**src/rtl/fpro_timer_pkg.sv**
```systemverilog
// Shared definitions for the FPro down-counting timer slot:
// register offsets, control/status bit positions and the control-register layout.
package fpro_timer_pkg;

  // Word offsets within the MMIO slot
  localparam int REG_CTRL     = 0;
  localparam int REG_LOAD     = 1;
  localparam int REG_PRESCALE = 2;
  localparam int REG_COUNT    = 3;
  localparam int REG_STATUS   = 4;

  // CTRL bit positions (START is write-only and never stored)
  localparam int CTRL_EN    = 0;
  localparam int CTRL_AUTO  = 1;
  localparam int CTRL_START = 2;

  // STATUS bit positions
  localparam int STATUS_DONE = 0;

  // Stored part of the CTRL register
  typedef struct packed {
    logic auto_reload;
    logic en;
  } ctrl_t;

endpackage

```
**src/rtl/fpro_tick_gen.sv**
```systemverilog
// Prescaler for the timer: counts enabled cycles and emits a tick every
// (prescale+1) enabled cycles. The comparison always uses the live prescale
// value, so shrinking prescale below the current count lets pcnt run on and
// wrap before the next tick.
module fpro_tick_gen
  import fpro_timer_pkg::*;
#(
  parameter int PRESCALE_WIDTH = 16
) (
  input  logic                      clk,
  input  logic                      reset,
  input  logic                      en,
  input  logic                      clr,
  input  logic [PRESCALE_WIDTH-1:0] prescale,
  output logic                      tick
);

  logic [PRESCALE_WIDTH-1:0] pcnt_q;
  logic [PRESCALE_WIDTH-1:0] pcnt_d;
  logic                      match;

  assign match = (pcnt_q == prescale);
  assign tick  = en && match;

  // Next prescaler count: clear wins, otherwise advance or roll over while enabled
  always_comb begin
    pcnt_d = pcnt_q;
    if (clr) begin
      pcnt_d = '0;
    end else if (en) begin
      if (match) begin
        pcnt_d = '0;
      end else begin
        pcnt_d = pcnt_q + 1'b1;
      end
    end
  end

  // Prescaler count register
  always_ff @(posedge clk or posedge reset) begin
    if (reset) begin
      pcnt_q <= '0;
    end else begin
      pcnt_q <= pcnt_d;
    end
  end

endmodule

```
**src/rtl/fpro_timer_core.sv**
```systemverilog
// FPro MMIO timer slot: register file, down-counter with expiry/auto-reload,
// sticky DONE flag, one-cycle timer_complete pulse and combinational read mux.
module fpro_timer_core
  import fpro_timer_pkg::*;
#(
  parameter int ADDR_WIDTH     = 5,
  parameter int DATA_WIDTH     = 32,
  parameter int PRESCALE_WIDTH = 16
) (
  input  logic                  clk,
  input  logic                  reset,
  input  logic                  cs,
  input  logic                  read,
  input  logic                  write,
  input  logic [ADDR_WIDTH-1:0] addr,
  input  logic [DATA_WIDTH-1:0] wr_data,
  output logic [DATA_WIDTH-1:0] rd_data,
  output logic                  timer_complete
);

  localparam logic [ADDR_WIDTH-1:0] A_CTRL     = ADDR_WIDTH'(REG_CTRL);
  localparam logic [ADDR_WIDTH-1:0] A_LOAD     = ADDR_WIDTH'(REG_LOAD);
  localparam logic [ADDR_WIDTH-1:0] A_PRESCALE = ADDR_WIDTH'(REG_PRESCALE);
  localparam logic [ADDR_WIDTH-1:0] A_COUNT    = ADDR_WIDTH'(REG_COUNT);
  localparam logic [ADDR_WIDTH-1:0] A_STATUS   = ADDR_WIDTH'(REG_STATUS);
  localparam logic [DATA_WIDTH-1:0] ONE        = DATA_WIDTH'(1);

  // Register state
  ctrl_t                     ctrl_q,     ctrl_d;
  logic [DATA_WIDTH-1:0]     load_q,     load_d;
  logic [PRESCALE_WIDTH-1:0] prescale_q, prescale_d;
  logic [DATA_WIDTH-1:0]     count_q,    count_d;
  logic                      done_q,     done_d;
  logic                      tc_q,       tc_d;

  // Decoded bus strobes
  logic wr_en;
  logic wr_ctrl;
  logic wr_load;
  logic wr_prescale;
  logic wr_status;
  logic start;

  // Counting control
  logic run;
  logic tick;
  logic expire;

  // The read strobe carries no side effects; reads are a pure address mux
  logic unused_read;
  assign unused_read = read;

  assign wr_en       = cs && write;
  assign wr_ctrl     = wr_en && (addr == A_CTRL);
  assign wr_load     = wr_en && (addr == A_LOAD);
  assign wr_prescale = wr_en && (addr == A_PRESCALE);
  assign wr_status   = wr_en && (addr == A_STATUS);
  assign start       = wr_ctrl && wr_data[CTRL_START];

  // Counting only proceeds while enabled and there is something left to count
  assign run    = ctrl_q.en && (count_q != '0);
  // A START in the same cycle overrides any tick, so no expiry can coincide with it
  assign expire = tick && !start && (count_q == ONE);

  fpro_tick_gen #(
    .PRESCALE_WIDTH(PRESCALE_WIDTH)
  ) u_tick_gen (
    .clk      (clk),
    .reset    (reset),
    .en       (run),
    .clr      (start),
    .prescale (prescale_q),
    .tick     (tick)
  );

  // Configuration register writes; LOAD and PRESCALE take effect on the count only at START/reload
  always_comb begin
    ctrl_d     = ctrl_q;
    load_d     = load_q;
    prescale_d = prescale_q;
    if (wr_ctrl) begin
      ctrl_d.en          = wr_data[CTRL_EN];
      ctrl_d.auto_reload = wr_data[CTRL_AUTO];
    end
    if (wr_load) begin
      load_d = wr_data;
    end
    if (wr_prescale) begin
      prescale_d = wr_data[PRESCALE_WIDTH-1:0];
    end
  end

  // Down-counter: START reload has priority over tick-driven decrement/expiry
  always_comb begin
    count_d = count_q;
    if (start) begin
      count_d = load_q;
    end else if (tick) begin
      if (count_q == ONE) begin
        count_d = ctrl_q.auto_reload ? load_q : '0;
      end else begin
        count_d = count_q - ONE;
      end
    end
  end

  // Sticky DONE (set beats write-1-to-clear) and the single-cycle completion pulse
  always_comb begin
    done_d = done_q;
    tc_d   = expire;
    if (expire) begin
      done_d = 1'b1;
    end else if (wr_status && wr_data[STATUS_DONE]) begin
      done_d = 1'b0;
    end
  end

  // State registers, all cleared by the asynchronous reset
  always_ff @(posedge clk or posedge reset) begin
    if (reset) begin
      ctrl_q     <= '0;
      load_q     <= '0;
      prescale_q <= '0;
      count_q    <= '0;
      done_q     <= 1'b0;
      tc_q       <= 1'b0;
    end else begin
      ctrl_q     <= ctrl_d;
      load_q     <= load_d;
      prescale_q <= prescale_d;
      count_q    <= count_d;
      done_q     <= done_d;
      tc_q       <= tc_d;
    end
  end

  assign timer_complete = tc_q;

  // Combinational read mux; undefined offsets and unused bits read as zero
  always_comb begin
    rd_data = '0;
    case (addr)
      A_CTRL: begin
        rd_data[CTRL_EN]   = ctrl_q.en;
        rd_data[CTRL_AUTO] = ctrl_q.auto_reload;
      end
      A_LOAD:     rd_data = load_q;
      A_PRESCALE: rd_data[PRESCALE_WIDTH-1:0] = prescale_q;
      A_COUNT:    rd_data = count_q;
      A_STATUS:   rd_data[STATUS_DONE] = done_q;
      default:    rd_data = '0;
    endcase
  end

endmodule

```
**config.mk**
```make
export PLATFORM = sky130hd
export DESIGN_NAME = fpro_timer_core
export DESIGN_NICKNAME = d
export VERILOG_FILES = /design/src/rtl/fpro_timer_pkg.sv /design/src/rtl/fpro_tick_gen.sv /design/src/rtl/fpro_timer_core.sv
export SDC_FILE = /design/constraint.sdc
export NUM_CORES = 1
export LEC_CHECK = 0
export ABC_AREA = 1
export BUFFER_PORTS_ARGS = -buffer_cell sky130_fd_sc_hd__buf_2
export CORE_ASPECT_RATIO = 1.25
export CORE_MARGIN = 2
export CORE_UTILIZATION = 40
export CTS_CLUSTER_SIZE = 28
export DETAILED_ROUTE_END_ITERATION = 8
export PLACE_DENSITY = 0.59
export SLEW_MARGIN = 5
export SYNTH_ARGS = -nofsm -noshare
export SYNTH_HDL_FRONTEND = slang
export SYNTH_SLANG_ARGS = --single-unit
export TNS_END_PERCENT = 30
```
**constraint.sdc**
```tcl
create_clock -name clk -period 3.2 [get_ports clk]
set_clock_uncertainty 0.05 [all_clocks]
set_input_delay 0.16 -clock clk [delete_from_list [all_inputs] [get_ports clk]]
set_output_delay 0.16 -clock clk [all_outputs]
set_load 0.02 [all_outputs]
```
# Word-level counts from Yosys, hierarchy flattened
# Cells that the tools add are included.
classes:
  n_addsub: 2
  mul: 0
  n_div: 0
  n_lt_le_gt_ge: 0
  n_eq_ne: 6
  shift: 0
  mux: 13
  bitwise_logic: 0
  n_reduce_logical: 17
op_table:
  columns: ["operator", "n"]
  rows:
  - ["2-to-1 mux 32 bit", 4]
  - ["2-to-1 mux 16 bit", 3]
  - ["one-hot mux 14 bit (3 select lines)", 1]
  - ["== test 32 x 1 -> 1 bit (second input constant)", 1]
  - ["one-hot mux 16 bit (2 select lines)", 1]
  - ["nonzero test 32 bit", 1]
  - ["subtractor 32 x 1 -> 32 bit (second input constant)", 1]
  - ["adder 16 x 1 -> 16 bit (second input constant)", 1]
  - ["== test 16 bit", 1]
  - ["logical AND 1 bit", 11]
  - ["== test 5 x 2 -> 1 bit (second input constant)", 2]
  - ["nonzero test 2 bit", 3]
  - ["== test 5 x 1 -> 1 bit (second input constant)", 1]
  - ["== test 5 x 3 -> 1 bit (second input constant)", 1]
  - ["zero test 5 bit", 1]
  - ["one-hot mux 1 bit (5 select lines)", 1]
  - ["one-hot mux 1 bit (4 select lines)", 1]
  - ["2-to-1 mux 1 bit", 2]
  - ["zero test 1 bit", 1]
word_totals:
  reg_bits: 100
  latch_bits: 0
  ramBits: 0
  romBits: 0
  in_bits: 42
  output_inout_bits: 33
  wordCells: 46
  n_memories: 0

# Longest topological paths before layout
# Gate-level depths: netlist (run 1).
depth:
  ltp_word: 7
  ltp_mapped: 13
  ltp_nobuf: 12

# Hierarchy
# Synthesis (run 1) repeated with hierarchy kept, for this count alone.
hier_totals:
  hier_cells: 905
  hier_area_um2: 6174.7
modules_own_cells:
  columns: ["module", "instances", "cells_per_inst", "area_each_um2", "seq_area_each_um2"]
  rows:
  - ["fpro_timer_core", 1, 702, 4951.0, 2102.0]
  - ["fpro_tick_gen", 1, 203, 1223.7, 400.4]

# Worst setup path before layout (run 1)
# Ideal clock, no wire load.
synth_timing:
  path_type: "flip-flop to flip-flop"
  from: "register count_q[0]"
  to: "register count_q[3]"
  setup_ps: 68
  arrival_ps: 1703
  setup_slack_ps: 1379
  path_stages_with_launch: 13
  n_path_buf: 2
  path_cell_list: "dfrtp_1 > inv_1 > ha_1 > nand2_2 > nor2_4 > nand2_4 > o21ai_4 > nand2_4 > nand2_4 > buf_6 > buf_8 > nand2_1 > nand3_1"
synth_between:
  elab_chain_len: 4
  word_cells_on_any_way: 9
  cone_classes: "1 x add/sub; 1 x eq/ne; 3 x mux; 4 x reduce/logical"
synth_lines:
  columns: ["item", "line_no", "source"]
  rows:
  - ["start, declared", "fpro_timer_core.sv:32", "logic [DATA_WIDTH-1:0] count_q, count_d;"]
  - ["start signal, assigned", "fpro_timer_core.sv:131", "count_q <= count_d;"]
  - ["subtractor 32 x 1 -> 32 bit, or another cell as far along", "fpro_timer_core.sv:102", "count_d = count_q - ONE;"]
  - ["2-to-1 mux 32 bit / logical AND 1 bit (equally long branches)", "fpro_timer_core.sv:99, fpro_timer_core.sv:61", null]
  - ["2-to-1 mux 32 bit / logical AND 1 bit (equally long branches)", "fpro_timer_core.sv:98, fpro_tick_gen.sv:23", null]
  - ["2-to-1 mux 32 bit / nonzero test 2 bit (equally long branches)", null, null]
# Several ways; a longest one is shown, not always the timed one. The select of a mux whose other input is x is not followed.
# A chain may end at the register's enable or synchronous reset.

# Final worst setup path (run 1)
layout_timing:
  from: "register count_q[0]"
  to: "register u_tick_gen.pcnt_q[2]"
layout_between:
  elab_chain_len: 3
layout_lines:
  columns: ["item", "line_no", "source"]
  rows:
  - ["nonzero test 32 bit", "fpro_timer_core.sv:61", "assign run = ctrl_q.en && (count_q != '0);"]
  - ["logical AND 1 bit", "fpro_timer_core.sv:61", null]
  - ["nonzero test 2 bit (no source line)", null, null]
  - ["end signal, assigned", "fpro_tick_gen.sv:44", "pcnt_q <= pcnt_d;"]
  - ["end, declared", "fpro_tick_gen.sv:18", "logic [PRESCALE_WIDTH-1:0] pcnt_q;"]
# No other way between the ends.

==> results of run 1 <==
placed cells by master (no fill, tap or decap), drive strengths merged, types with 3 or more instances in the layout:
cell	count
nand2	341
nor2	132
inv	120
dfrtp	100
nand3	90
buf	90
o21ai	75
a21oi	23
xor2	20
o22ai	15
o211ai	14
dlygate4sd3	14
clkbuf	12
nand4	9
nor3	6
ha	3
final cells by class:
| type | count | area, sq um |
|---|---|---|
| clock inverter | 4 | 55.05 |
| fill | 1731 | 8521 |
| multi-input combinational | 734 | 3379 |
| timing repair buffer | 104 | 633.1 |
| clock buffer | 12 | 256.5 |
| tap | 216 | 270.3 |
| sequential | 100 | 2502 |
| inverter | 120 | 452.9 |
state kept, by name, indices dropped and copies added (netlist names):
name,count
timer_complete,1
load_q,32
prescale_q,16
ctrl_q,2
count_q,32
u_tick_gen.pcnt_q,16
done_q,1
metal layers:
layer / vias up / routed length [um] / track usage, %
li1: 3281 / - / -
met1: 2912 / 8099 / 26.87
met2: 147 / 9638 / 39.68
met3: 30 / 636 / 3.477
met4: 0 / 388 / 8.614
met5: - / 0 / 0
kinds of logic (layout without fill, tap and decap cells):
family | Yosys count | in the layout
DFF | 100 | 100
and+or+nand+nor | 579 | 579
xor gates and xnor gates | 21 | 21
adders and majority gates | 3 | 3
AOI/OAI and AO/OA | 130 | 130
muxes | 1 | 1
buffers and inverters | 155 | 240
worst max-delay path by stage:
stage,startpoint,to,slack [ns],cells past startpoint
after detailed placement,count_q[0]$_DFFE_PP0P_,u_tick_gen.pcnt_q[6]$_DFFE_PP0P_,0.76,10
after CTS,count_q[0]$_DFFE_PP0P_,u_tick_gen.pcnt_q[6]$_DFFE_PP0P_,0.74,10
after floorplan,reset,count_q[0]$_DFFE_PP0P_,0.37,1
after global routing,count_q[0]$_DFFE_PP0P_,u_tick_gen.pcnt_q[6]$_DFFE_PP0P_,0.56,10
final,count_q[0]$_DFFE_PP0P_,u_tick_gen.pcnt_q[2]$_DFFE_PP0P_,0.79,10
after global placement,count_q[0]$_DFFE_PP0P_,u_tick_gen.pcnt_q[6]$_DFFE_PP0P_,0.81,10
through the flow:
stage          setup WS (ns)  area (sq um)  hold WS [ns]  std cells  util (%)
2_1_floorplan         0.3712          6510        0.2606        989         -
3_3_place_gp          0.8106          7098        0.2409       1260     44.17
3_5_place_dp          0.7567          7098        0.2279       1260     44.17
4_1_cts               0.7404          7550      0.003651       1290     46.98
5_1_grt               0.5625          7550       0.02656       1290     46.98
6_report              0.7880          7550       0.01110       1290     46.98
worst max-delay path: cells and delay by family (launching register included):
kind,cells,cell delay (ns)
AND/OR/NAND/NOR,6,1.21
buffers and inverters,1,0.11
adder cells (fa/ha/maj),1,0.20
flip-flops,1,0.41
AO/OA/AOI/OAI,2,0.37
timing repair:
action,4_1_cts,5_1_grt
hold buffers,14,0
endpoints found under the setup margin,0,0
gates resized for setup,0,0
endpoints found under the hold margin,57,0
power groups by stage:
stage	Combinational (uW)	Sequential, uW	Clock [uW]
final	2040	1870	1160
after floorplan	1560	1790	0
after global placement	2010	1880	0
after detailed placement	2030	1890	0
after global routing	2330	1920	1240
after CTS	2050	1870	1180
==> results.yml, run 1 <==
run_status:
  status: "finished clean"
synthesis:
  synthAdderAreaFrac_pct: 0.5766
  synth_top_area_share_pct: 38.44
  syn_nets: 1034
  synth.distinct_cells: 34
  ys_top_cells_by_count: "nand2_1, nor2_1, inv_1"
  synth_top_family_by_area: "simple AND/OR/NAND/NOR gates"
  synth_compound_area_share_pct: 11.15
  synth_area_leaders: "dfrtp_1, nand2_1, nand3_1"
  synth_mux_area_share_pct: 0.1730
  syn_area_per_cell_sq_um: 6.582
  yosysTopAreaCell: "dfrtp_1"
  syn-cell-area_sq_um: 6510
  synth-seq-cells: 100
  synth-xor-area-share_pct: 2.825
  synth_cells: 989
  synth_edf_count: 0
  yosys_warnings: 0
  dominantRegCellSynth: "dfrtp_1"
  yosys.area_share.simple_pct: 37.15
  yosysMostFrequentCell: "nand2_1"
  async_flop_share_pct: 100.0
  ys_seq_area_share_pct: 38.44
die:
  start_util_pct: 40.51
  dieWidth_um: 118.1
  core_area_sq_um: 16070
  die-height_um: 146.6
  pin_count: 75
  die_area_sq_um: 17320
  num_rows: 52
final_layout:
  antenna_cells: 0
  syn2layout_area_growth_pct: 15.97
  final_net_count: 1114
  drive_gt1_share_pct: 13.04
drt:
  drt-total-wl_mm: 18.76
  drtAntennaViolNets: 0
  route.detailed.drc: 0
  drt_iter0_markers: 425
  drt-wirelength-per-cell_um: 14.54
  dr_total_vias: 6370
  dr.pass1.iters: 5
  routed_via_density: 4.938
sta:
  timing.final.crit_share_pct: 75.37
  finalSetupViolCount: 0
  tightest_slew_ns: 0.8665
  hold_viol: 0
  max_slew_margin_pct: 42.10
  min_period_ns: 2.412
  setup_tns_ns: 0
  slew_viol_final: 0
  max_clock_freq_ghz: 0.4146
  rsz0062_at_grt: "no"
clock_tree:
  cts_max_level: 3
  clk_pin_slew_worst_paths_ns: 0.07
  clock_latency_ns: 0.36
  cts_made_buffers: 9
  cts_tree: "yes"
  clock_tree.buffer_depth: 2
  root_buffer: "clkbuf_16"
  clkSinkCount: 100
  cts_setup_buffers: 0
pwr:
  p_leak_uw: 0.003770
  p_comb_share_pct: 40.2
  internal_power_uw: 2865
  finalPower_uw: 5080
  switchingPower_uw: 2215
  p_clk_share_pct: 22.9
  switching_share_pct: 43.61
  vdd_drop_max_mv: 0.3108
  power_density_nw_per_um2: 672.8
  p_seq_share_pct: 36.9
grt:
  grt.total_usage_pct: 22.29
  gr-total-overflow: 0
  grt_pass1_vias: 6041
  grt_pass1_wl_mm: 30.59
  grt_max_degree: 47
  antenna_found_initial: 0
worst_setup_path:
  critical_path.most_common_cell: "nand2_4"
  rr_worst_depth: 10
  slowest_delay_ns: 0.46
  path_cells: "inv_1 > ha_1 > nand2_2 > nor2_4 > nand2_4 > o21ai_4 > nand2_4 > nand2_4 > o21ai_0 > nor2_1"
  slowest_stage: "nand2_4"
  crit_path_max_fanout: 39
  crit_arrival_ns: 2.65
  timing.rr.start: "count_q[0]$_DFFE_PP0P_"
  cp.required_ns: 3.44
  cp-start-kind: "flop"
  cp-end-kind: "flop"
  r2r_slack_ns: 0.79
  crit_type: "flop to flop"
  reg2reg_to: "u_tick_gen.pcnt_q[2]$_DFFE_PP0P_"
placement:
  post-dp-hpwl_mm: 13.95
  portBuffers: 73
  gp_congestion: 0.9683
worst_hold_path:
  hold_depth: 3
  min_from: "wr_data[18]"
  worstHoldEndpoint: "load_q[18]$_DFFE_PP0P_"
  hold_class: "input pin to flop"
job:
  maxCapViolCount: 0
(Power assumes the default switching activity.)
==> run 2: changes to the inputs <==
--- a/config.mk
+++ b/config.mk
@@ -12,7 +12,7 @@
 export CORE_UTILIZATION = 40
 export CTS_CLUSTER_SIZE = 28
 export DETAILED_ROUTE_END_ITERATION = 8
-export PLACE_DENSITY = 0.59
+export PLACE_DENSITY = 0.61
 export SLEW_MARGIN = 5
 export SYNTH_ARGS = -nofsm -noshare
 export SYNTH_HDL_FRONTEND = slang
==> constraint.sdc (replaced) <==
create_clock -name clk -period 1.98 [get_ports clk]
set_clock_uncertainty 0.05 [all_clocks]
set_input_delay 0.099 -clock clk [delete_from_list [all_inputs] [get_ports clk]]
set_output_delay 0.099 -clock clk [all_outputs]
set_load 0.02 [all_outputs]
==> results.yml, run 2 (synthesized netlist as in run 1, its figures left out) <==
run_status:
  status: "finished clean"
worst_setup_path:
  crit_cells: 10
  timing.rr.start: "count_q[11]$_DFFE_PP0P_"
  slowest_stage: "dfrtp_1"
  path_cells: "nor2_2 > nand2_2 > nor2_4 > nand2_4 > o21ai_4 > nand2_4 > nand2_8 > buf_12 > nand2_1 > nand3_1"
  cp.buffers_inverters: 1
  cp.required_ns: 2.22
  crit_type: "flop to flop"
  r2r_slack_ns: 0.12
  critical_path.most_common_cell: "nand2_4"
  path_delay_family: "simple AND/OR/NAND/NOR gates"
  cp-start-kind: "flop"
  crit_arrival_ns: 2.10
  rr_worst_depth: 10
  reg2reg_to: "count_q[21]$_DFFE_PP0P_"
  crit_path_max_fanout: 17
  cp-endpoint: "count_q[21]$_DFFE_PP0P_"
  cp-end-kind: "flop"
  crit_path_start: "count_q[11]$_DFFE_PP0P_"
  slowest_delay_ns: 0.39
sta:
  timing.final.crit_share_pct: 93.79
  timing.final.ws_setup_ns: 0.1230
  finalSetupViolCount: 0
  hold_viol: 0
  min_period_ns: 1.857
  tightest_slew_ns: 0.5796
  slew_viol_final: 0
  max_clock_freq_ghz: 0.5385
  max_slew_margin_pct: 61.36
pwr:
  p_comb_share_pct: 45.7
  switchingPower_uw: 3735
  power_density_nw_per_um2: 1093
  p_seq_share_pct: 32.7
  internal_power_uw: 5195
  p_leak_uw: 0.004066
  finalPower_uw: 8931
  switching_share_pct: 41.83
  p_clk_share_pct: 21.7
  vdd_drop_max_mv: 0.5833
worst_hold_path:
  hold_class: "input pin to flop"
  hold_depth: 3
drt:
  wl_met1_mm: 8.310
  drt_iter0_markers: 440
  route.detailed.drc: 0
  met2_length_mm: 9.768
  routed.top_layer: "met4"
  dr_total_vias: 6650
  drt-wirelength-per-cell_um: 14.14
  drtAntennaViolNets: 0
  drt-total-wl_mm: 19.05
  routed_via_density: 4.937
  dr_wl_met3_um: 601
  dr.pass1.iters: 5
clock_tree:
  clock_tree.buffer_depth: 2
  clock_latency_ns: 0.36
  clkSinkCount: 100
  cts_made_buffers: 9
  root_buffer: "clkbuf_16"
  clk_pin_slew_worst_paths_ns: 0.07
  cts_max_level: 3
  cts_tree: "yes"
grt:
  gr-total-overflow: 0
  grt_pass1_vias: 6180
  grt_pass1_wl_mm: 31.21
  grt_max_degree: 101
  grt.total_usage_pct: 22.60
  antenna_found_initial: 0
placement:
  portBuffers: 73
  gp_congestion: 0.9826
  dp_cells: 1302
  post-dp-hpwl_mm: 14.26
  dp_slack_ns: 0.02442
final_layout:
  multi_input_comb_area_sq_um: 3428
  final_cells: 1347
  drive_gt1_share_pct: 17.68
  syn2layout_area_growth_pct: 25.50
  top_regs: "count_q: 32 flops, load_q: 32 flops"
  final_common_cell: "nand2_1"
  seq_area_sq_um: 2506
  num-fill-cells: 1667
  final_net_count: 1171
  antenna_cells: 0
  final_cell_mix: "nand2_1, inv_1, nor2_1, dfrtp_1, nand3_1"
die:
  die-height_um: 146.6
  core_area_sq_um: 16070
  die_area_sq_um: 17320
  dieWidth_um: 118.1
  pin_count: 75
  num_rows: 52
  start_util_pct: 40.51
job:
  maxCapViolCount: 0
run 2: cell types whose count changed in the layout (fill, tap and decap cells not counted), sizes merged:
cell / previous run / this run
dlygate4sd3: 14 / 27
inv: 120 / 118
bufinv: 1 / 2
clkinvlp: 1 / 2
buf: 90 / 134
run 2: worst min-delay path: stages:
cell and delay (ns):
buf_2 0.09, inv_1 0.08, o21ai_0 0.09
run 2: repair_timing:
action                                  CTS  global route
resized for setup                         1            22
hold buffers                             27             0
buffers inserted                          0             2
pin swaps                                 0             2
endpoints found under the setup margin    8            44
endpoints found under the hold margin   133             0
run 2: worst min-delay path by stage:
stage	start	endpoint	slack (ns)
after floorplan	wr_data[31]	load_q[31]$_DFFE_PP0P_	0.20
after global placement	reset	load_q[19]$_DFFE_PP0P_	0.26
after detailed placement	reset	load_q[19]$_DFFE_PP0P_	0.26
after CTS	wr_data[6]	prescale_q[6]$_DFFE_PP0P_	0.0008
after global routing	wr_data[15]	prescale_q[15]$_DFFE_PP0P_	0.009
final	wr_data[15]	prescale_q[15]$_DFFE_PP0P_	0.01
run 2: per-layer routing:
layer | track usage, % | up-vias
li1 | - | 3407
met3 | 3.125 | 33
met4 | 7.470 | 0
met5 | 0 | -
met1 | 27.86 | 3059
met2 | 40.43 | 151
run 2: metrics by stage:
| stage | area, sq um | TNS, ns | utilization, % | hold slack [ns] |
|---|---|---|---|---|
| floorplan | 6514 | 0 | - | 0.1996 |
| global placement | 7502 | 0 | 46.68 | 0.2569 |
| detailed placement | 7502 | 0 | 46.68 | 0.2563 |
| CTS | 8094 | 0 | 50.37 | 0.0008418 |
| global route | 8170 | -0.01829 | 50.84 | 0.009374 |
| finish | 8170 | 0 | 50.84 | 0.01225 |
run 2: power by group through the flow:
stage | Sequential [uW] | Combinational, uW | Clock, uW
5_1_grt | 2980 | 4590 | 2060
4_1_cts | 2890 | 3980 | 1980
3_3_place_gp | 2920 | 3880 | 0
6_report | 2920 | 4080 | 1940
3_5_place_dp | 2920 | 3920 | 0
2_1_floorplan | 2890 | 2530 | 0
run 2: area by class of cell:
type | instances | area share (%)
Multi-Input combinational cell | 734 | 41.96
Sequential cell | 100 | 30.67
Timing Repair Buffer | 161 | 14.59
Inverter | 120 | 5.559
Tap cell | 216 | 3.308
Clock buffer | 12 | 3.017
Clock inverter | 4 | 0.8882
==> run 3: changes to the inputs <==
--- a/config.mk
+++ b/config.mk
@@ -9,10 +9,10 @@
 export BUFFER_PORTS_ARGS = -buffer_cell sky130_fd_sc_hd__buf_2
 export CORE_ASPECT_RATIO = 1.25
 export CORE_MARGIN = 2
-export CORE_UTILIZATION = 40
+export CORE_UTILIZATION = 28
 export CTS_CLUSTER_SIZE = 28
 export DETAILED_ROUTE_END_ITERATION = 8
-export PLACE_DENSITY = 0.61
+export PLACE_DENSITY = 0.47
 export SLEW_MARGIN = 5
 export SYNTH_ARGS = -nofsm -noshare
 export SYNTH_HDL_FRONTEND = slang
==> results.yml, run 3 (synthesized netlist as in run 1, its figures left out) <==
drt:
  dr.pass1.iters: 5
  drt_iter0_markers: 374
  met2_length_mm: 10.64
  routed.top_layer: "met4"
  routed_via_density: 4.634
  drtAntennaViolNets: 0
  drt-wirelength-per-cell_um: 14.71
  dr_wl_met3_um: 654
  dr_total_vias: 6659
  wl_met1_mm: 9.214
  route.detailed.drc: 0
  drt-total-wl_mm: 21.14
die:
  start_util_pct: 28.45
  core_area_sq_um: 22880
  num_rows: 62
  pin_count: 75
  dieWidth_um: 140.4
  die_area_sq_um: 24490
  die-height_um: 174.5
pwr:
  power_density_nw_per_um2: 1078
  internal_power_uw: 5116
  switching_share_pct: 43.39
  vdd_drop_max_mv: 0.4415
  p_comb_share_pct: 49.0
  p_seq_share_pct: 32.4
  p_leak_uw: 0.004159
  p_clk_share_pct: 18.6
  switchingPower_uw: 3921
final_layout:
  top_regs: "count_q: 32 flops, load_q: 32 flops"
  syn2layout_area_growth_pct: 28.77
  final_net_count: 1190
  final_common_cell: "nand2_1"
  stdcell_area_sq_um: 8383
  antenna_cells: 0
  drive_gt1_share_pct: 20.10
  final_cells: 1437
  finish.utilization_pct: 36.63
  final_cell_mix: "nand2_1, inv_1, nor2_1, dfrtp_1, nand3_1"
grt:
  antenna_found_initial: 0
  gr-total-overflow: 0
  grt.total_usage_pct: 17.72
  grt_max_degree: 101
  grt_pass1_wl_mm: 34.21
  grt_pass1_vias: 6505
worst_setup_path:
  cp-start-kind: "flop"
  crit_type: "flop to flop"
  crit_path_max_fanout: 13
  crit_arrival_ns: 2.07
  r2r_slack_ns: 0.1
  cp.required_ns: 2.16
  cp-end-kind: "flop"
sta:
  finalSetupViolCount: 0
  timing.final.ws_setup_ns: 0.09544
  hold_viol: 0
  timing.final.crit_share_pct: 95.18
  slew_viol_final: 0
  rsz0062_at_grt: "yes"
  max_clock_freq_ghz: 0.5306
  min_period_ns: 1.885
  tightest_slew_ns: 0.5786
  max_slew_margin_pct: 61.43
clock_tree:
  clk_pin_slew_worst_paths_ns: 0.07
  cts_made_buffers: 9
  cts_max_level: 3
  clock_latency_ns: 0.36
  cts_tree: "yes"
  root_buffer: "clkbuf_16"
  clock_tree.buffer_depth: 2
  clkSinkCount: 100
run_status:
  status: "finished clean"
placement:
  gp_congestion: 0.9460
  dp_cells: 1390
  post-dp-hpwl_mm: 15.86
  dpl_cell_area_sq_um: 7712
  dp_slack_ns: -0.01718
  portBuffers: 73
worst_hold_path:
  hold_class: "input pin to flop"
job:
  maxCapViolCount: 0
## run 3: metrics by stage
step / total power [uW] / hold WS, ns / setup TNS (ns)
floorplan: 5414 / 0.1996 / 0
global placement: 7032 / 0.2727 / -0.005504
detailed placement: 7046 / 0.2763 / -0.1056
CTS: 8799 / 0.0004785 / 0
global route: 9816 / 0.01541 / -0.1824
finish: 9037 / 0.001321 / 0
## run 3: cell type report
| class | count | area [sq um] |
|---|---|---|
| fill | 2464 | 14500 |
| timing repair buffer | 180 | 1326 |
| multi-input combinational | 734 | 3477 |
| inverter | 120 | 454.2 |
| clock buffer | 10 | 229.0 |
| tap | 288 | 360.3 |
| sequential | 100 | 2506 |
| clock inverter | 5 | 30.03 |
## run 3: path summary, 6_finish.rpt
check / from / to / depth (start not counted)
max: count_q[22]$_DFFE_PP0P_ / count_q[29]$_DFFE_PP0P_ / 12
min: wr_data[14] / load_q[14]$_DFFE_PP0P_ / 3
max reg2reg: count_q[22]$_DFFE_PP0P_ / count_q[29]$_DFFE_PP0P_ / 12
min reg2reg: done_q$_DFFE_PP0P_ / done_q$_DFFE_PP0P_ / 2
max in group asynchronous: reset / count_q[4]$_DFFE_PP0P_ / 4
min in group asynchronous: reset / load_q[17]$_DFFE_PP0P_ / 4
## run 3: critical path, stage by stage, from the launching register on
cell	delay, ns
dfrtp_1	0.40
nor2_2	0.18
nand2_2	0.08
nor2_2	0.15
nand2_2	0.14
nor2_2	0.10
nor2_1	0.05
nand2_1	0.11
nor2_4	0.06
buf_4	0.16
buf_12	0.15
nand2_1	0.06
nand3_1	0.07
## run 3: repair_timing
item	CTS	global route
hold endpoints to repair	129	0
pin swaps	0	9
resized for setup	1	35
buffers inserted	0	7
hold buffers	25	0
endpoints found under the setup margin	29	43
## run 3: routing by layer
metal	vias to the layer above	global-route usage, %
met2	136	31.37
met1	3048	21.79
li1	3441	-
met3	34	2.534
met4	0	6.566
met5	-	0
## run 3: power by group through the flow
stage	clock network [uW]	logic (uW)	registers [uW]
finish	1680	4430	2930
global route	1800	5010	3010
floorplan	0	2530	2890
detailed placement	0	4130	2910
CTS	1730	4190	2880
global placement	0	4120	2920
